## src/rtl/alu_serie.sv

```systemverilog
// Digit-serial adder/logic unit: one DIGIT-wide cell slice is reused over WIDTH/DIGIT cycles,
// LSB digit first, with the inter-digit carry held in a register. Start/done handshake.
module alu_serie #(
  parameter int WIDTH = 16,
  parameter int DIGIT = 4
) (
  input  logic             clk,
  input  logic             reset,
  input  logic             start,
  input  logic [WIDTH-1:0] OP1,
  input  logic [WIDTH-1:0] OP2,
  input  logic [1:0]       ALUOp,
  input  logic             L,
  input  logic             Cin0,
  output logic [WIDTH-1:0] R,
  output logic             cout,
  output logic             ovf,
  output logic             zero,
  output logic             busy,
  output logic             done
);

  localparam int STEPS = WIDTH / DIGIT;
  localparam int CW    = (STEPS > 1) ? $clog2(STEPS) : 1;

  typedef enum logic [1:0] {IDLE, RUN, DONE} state_t;

  state_t           state;
  logic [WIDTH-1:0] op1_sh;
  logic [WIDTH-1:0] op2_sh;
  logic [1:0]       op_lat;
  logic             l_lat;
  logic             carry;
  logic [CW-1:0]    count;

  logic [DIGIT-1:0] x, y, a, b, sum, logic_res, digit_res;
  logic [DIGIT:0]   chain;
  logic [WIDTH-1:0] r_next;
  logic             last;

  // Latched operands shift right one digit per step, so the live digit is always the low slice.
  assign x = op1_sh[DIGIT-1:0];
  assign y = op2_sh[DIGIT-1:0];

  always_comb begin
    a = x;
    b = y;
    unique case (op_lat)
      2'b00: begin a = x;  b = y;  end
      2'b01: begin a = x;  b = ~y; end
      2'b10: begin a = x;  b = '0; end
      default: begin a = '0; b = y; end
    endcase
  end

  assign chain[0] = carry;
  generate
    for (genvar gi = 0; gi < DIGIT; gi++) begin : g_cell
      assign sum[gi]       = a[gi] ^ b[gi] ^ chain[gi];
      assign chain[gi + 1] = (a[gi] & b[gi]) | (chain[gi] & (a[gi] ^ b[gi]));
    end
  endgenerate

  always_comb begin
    logic_res = '0;
    unique case (op_lat)
      2'b00:   logic_res = x & y;
      2'b01:   logic_res = x | y;
      2'b10:   logic_res = x ^ y;
      default: logic_res = ~x;
    endcase
  end

  assign digit_res = l_lat ? logic_res : sum;
  assign last      = (count == CW'(STEPS - 1));

  // Result with the current digit merged in; also used for the zero flag on the final step.
  always_comb begin
    r_next = R;
    r_next[int'(count) * DIGIT +: DIGIT] = digit_res;
  end

  always_ff @(posedge clk) begin
    if (reset) begin
      state  <= IDLE;
      op1_sh <= '0;
      op2_sh <= '0;
      op_lat <= '0;
      l_lat  <= 1'b0;
      carry  <= 1'b0;
      count  <= '0;
      R      <= '0;
      cout   <= 1'b0;
      ovf    <= 1'b0;
      zero   <= 1'b0;
      busy   <= 1'b0;
      done   <= 1'b0;
    end else begin
      unique case (state)
        IDLE, DONE: begin
          done <= 1'b0;
          if (start) begin
            op1_sh <= OP1;
            op2_sh <= OP2;
            op_lat <= ALUOp;
            l_lat  <= L;
            carry  <= Cin0;
            count  <= '0;
            busy   <= 1'b1;
            state  <= RUN;
          end else begin
            state <= IDLE;
          end
        end
        RUN: begin
          R      <= r_next;
          carry  <= chain[DIGIT];
          count  <= count + CW'(1);
          op1_sh <= op1_sh >> DIGIT;
          op2_sh <= op2_sh >> DIGIT;
          if (last) begin
            // chain[DIGIT-1] is the carry into bit WIDTH-1 on the final digit.
            cout  <= l_lat ? 1'b0 : chain[DIGIT];
            ovf   <= l_lat ? 1'b0 : (chain[DIGIT] ^ chain[DIGIT-1]);
            zero  <= (r_next == '0);
            count <= '0;
            busy  <= 1'b0;
            done  <= 1'b1;
            state <= DONE;
          end
        end
        default: state <= IDLE;
      endcase
    end
  end

endmodule

```

## config.mk

```make
export PLATFORM = sky130hd
export DESIGN_NAME = alu_serie
export DESIGN_NICKNAME = d
export VERILOG_FILES = /design/src/rtl/alu_serie.sv
export SDC_FILE = /design/constraint.sdc
export NUM_CORES = 1
export LEC_CHECK = 0
export ABC_CLOCK_PERIOD_IN_PS = 3400
export CAP_MARGIN = 20
export CORE_ASPECT_RATIO = 0.7
export CORE_MARGIN = 3
export CORE_UTILIZATION = 45
export CTS_BUF_LIST = sky130_fd_sc_hd__clkbuf_4
export DETAILED_ROUTE_END_ITERATION = 6
export GPL_ROUTABILITY_DRIVEN = 1
export GPL_TIMING_DRIVEN = 0
export HOLD_SLACK_MARGIN = 0.15
export PLACE_DENSITY = 0.74
export SLEW_MARGIN = 0
export SYNTH_ARGS = -nofsm -noshare
export SYNTH_HDL_FRONTEND = slang
export SYNTH_SLANG_ARGS = --single-unit
```

## constraint.sdc

```tcl
create_clock -name clk -period 3.4 [get_ports clk]
set_clock_uncertainty 0.1 [all_clocks]
set_input_delay 0.51 -clock clk [delete_from_list [all_inputs] [get_ports clk]]
set_output_delay 0.51 -clock clk [all_outputs]
set_load 0.02 [all_outputs]
```

==> impl_metrics.yaml <==
critical_path:
  r2r_slack_ns: 0.11
  r2r_cells: 15
  start_kind: "flop"
  r2r-end: "zero$_SDFFE_PP0P_"
  cp-end-kind: "flop"
  worstPathArrival_ns: 3.49
  cp-startpoint: "op_lat[1]$_SDFFE_PP0P_"
  worst-setup-path-type: "flop to flop"
  timing.critical_path.to: "zero$_SDFFE_PP0P_"
  critPathMaxFanout: 5
  r2r_start: "op_lat[1]$_SDFFE_PP0P_"
  worstPathRequired_ns: 3.60
placement:
  gp_congestion: 0.936
  pre_cts_ws_ns: -0.376
  hpwl_um: 5920
  port_buffers: 58
cts:
  insertion_delay_ns: 0.41
  cts_tree: "done"
  cts-buffers-inserted: 9
  htreeDepth: 3
  cts_hold_buf: 0
  clock_path_buffers: 2
  clkSinkCount: 61
  clockRootBuffer: "clkbuf_4"
  path_clk_slew_ns: 0.10
cells_and_area:
  antenna_cells: 0
  drive_gt1_share_pct: 12.2
  final_core_util_pct: 62.0
  seq_area_sq_um: 1230
  syn_to_final_growth_pct: 31.2
  multi_input_area_sq_um: 1670
  fill_cells: 565
  nNetsFinal: 483
sta:
  hold_viol: 0
  slew_headroom_pct: 58.4
  fmax_mhz: 304
  final_max_slew_viol_count: 0
  holdWs_ns: 0.368
  period_minus_slack_ns: 3.29
  final-setup-viol-count: 0
  final.setup.tns_ns: 0
  rsz0062_at_grt: "true"
  tightestPinTransition_ns: 0.624
  fin_crit_sh_pct: 96.7
  setup_ws_ns: 0.111
floorplan:
  coreArea_sq_um: 6310
  start_util_pct: 47.2
  dieHeight_um: 74.1
  die_width_um: 103
  pin_count: 60
  die_area_sq_um: 7650
  rows: 24
pwr:
  vdd_ir_drop_max_mv: 0.290
  powerDensity_nw_per_um2: 441
  p_leak_nw: 1.50
route:
  drt_pass1_iterations: 5
  drc: 0
  via_per_inst: 5.56
  antenna_left: 0
  vias: 2810
  finalWirelength_um: 7950
  drt_iter0_drc: 182
  wl_per_cell_um: 15.7
grt:
  grt_max_degree: 13
  grt_first_pass_wirelength_um: 12800
  grt_overflow: 0
  grt_pass1_vias: 2600
  grt_usage_pct: 21.8
  antenna_found_initial: 0
synth:
  synthArstFlopShare_pct: 0
  synthCells: 350
  ys_warn_count: 0
  avgSynthCellArea_sq_um: 8.51
  syn_area_sq_um: 2980
  synthTopCellsByArea: "dfxtp_1 41%, nor2_1 7.8%, ha_1 7.6%"
  yosys-top-cells-count: "62 x nor2_1, 61 x dfxtp_1, 27 x a22oi_1"
  ys_seq_area_share_pct: 41.0
  syn_nets: 411
  synth.largest_area_cell: "dfxtp_1"
  synthFlopType: "dfxtp_1"
  synth_top_area_share_pct: 41.0
  ys_seq_elements: 61
  synth_edf_count: 0
  synth_cell_types: 47
  synth_most_common_cell: "nor2_1"
worst_hold_path:
  hold_class: "input pin to flop"
  hold-path-cell-count: 3
run_status:
  outcome: "completed"
flow_run:
  max-cap-violations: 0
[registers in the layout, indices dropped and copies added, names as in the netlist, 2 cells and up]
| signal | flops |
|---|---|
| R | 16 |
| count | 2 |
| op2_sh | 16 |
| op1_sh | 16 |
| state | 2 |
| op_lat | 2 |
[timing repair]
item,in CTS,in global routing
pin swaps,0,8
gates resized for setup,5,19
setup endpoints to repair,5,5
setup buffers,1,2
[routing by layer]
metal	track usage [%]	share of wire, %	wire length (um)	vias to the layer above
li1	-	-	-	1387
met1	32.2	49	3880	1303
met2	30.8	42	3370	112
met3	7.40	8.1	645	8
met4	4.31	0.65	52	0
met5	0	0	0	-
[cell families (layout without fill, tap and decap cells)]
logic type                 Yosys count  after routing  share of synthesized area (%)
xor gates and xnor gates             1              1                          0.294
and+or+nand+nor                    133            133                           20.1
buffers and inverters               39            116                           5.42
adders and majority gates           22             22                           10.2
DFF                                 61             61                           41.0
AOI/OAI and AO/OA                   89             89                           21.0
muxes                                5              5                           1.89
[per-stage QoR]
| stage | power, W | std cells | area, sq um |
|---|---|---|---|
| 6_report | 0.00172 | 505 | 3910 |
| 5_1_grt | 0.00181 | 505 | 3910 |
| 4_1_cts | 0.00170 | 503 | 3830 |
| 3_5_place_dp | 0.00117 | 486 | 3660 |
| 3_3_place_gp | 0.00116 | 486 | 3660 |
| 2_1_floorplan | 0.00104 | 350 | 2980 |
[critical path: stages (launching register included)]
cell and delay, ns:
dfxtp_4 0.39, inv_4 0.04, ha_4 0.26, nand2_4 0.08
mux2i_4 0.07, fa_2 0.38, inv_2 0.06, fa_2 0.19
inv_2 0.04, fa_2 0.41, fa_1 0.56, o21ai_2 0.07
a31oi_4 0.20, nor2_1 0.06, o21ai_1 0.19, o31ai_2 0.07
[worst min path at each step]
stage / slack, ns / endpoint / startpoint
finish: 0.37 / zero$_SDFFE_PP0P_ / reset
global route: 0.34 / zero$_SDFFE_PP0P_ / reset
CTS: 0.35 / zero$_SDFFE_PP0P_ / reset
detailed placement: 0.36 / done$_SDFFE_PP0P_ / done$_SDFFE_PP0P_
global placement: 0.37 / ovf$_SDFFE_PP0P_ / ovf$_SDFFE_PP0P_
floorplan: 0.36 / op1_sh[4]$_SDFFE_PP0P_ / op1_sh[4]$_SDFFE_PP0P_
[where the power goes]
| part | internal (W) | total, W | switching (W) |
|---|---|---|---|
| Clock | 0.000238 | 0.000532 | 0.000293 |
| Combinational | 0.000178 | 0.000401 | 0.000223 |
| Sequential | 0.000759 | 0.000790 | 0.0000318 |
| Total | 0.00118 | 0.00172 | 0.000548 |
[cell usage in the layout, fill, tap and decap left out, types with 7 or more instances in the layout]
master,Yosys,routed
a211oi_1,8,8
a21oi_1,13,13
a22oi_1,27,26
clkbuf_1,13,13
clkbuf_4,0,10
clkdlybuf4s50_1,0,58
dfxtp_1,61,59
ha_1,18,16
inv_1,18,14
nand2_1,25,24
nand2b_1,7,7
nor2_1,62,62
nor3_1,18,18
o22ai_1,22,22
[area by class of cell]
class	instances	area share, %
timing repair buffer	61	15.4
sequential	61	31.4
tap	78	2.50
clock buffer	10	1.92
multi-input combinational	250	42.7
clock inverter	6	1.82
inverter	18	1.79
buffer	21	2.40
No activity file was read; power rests on OpenSTA's default activity.
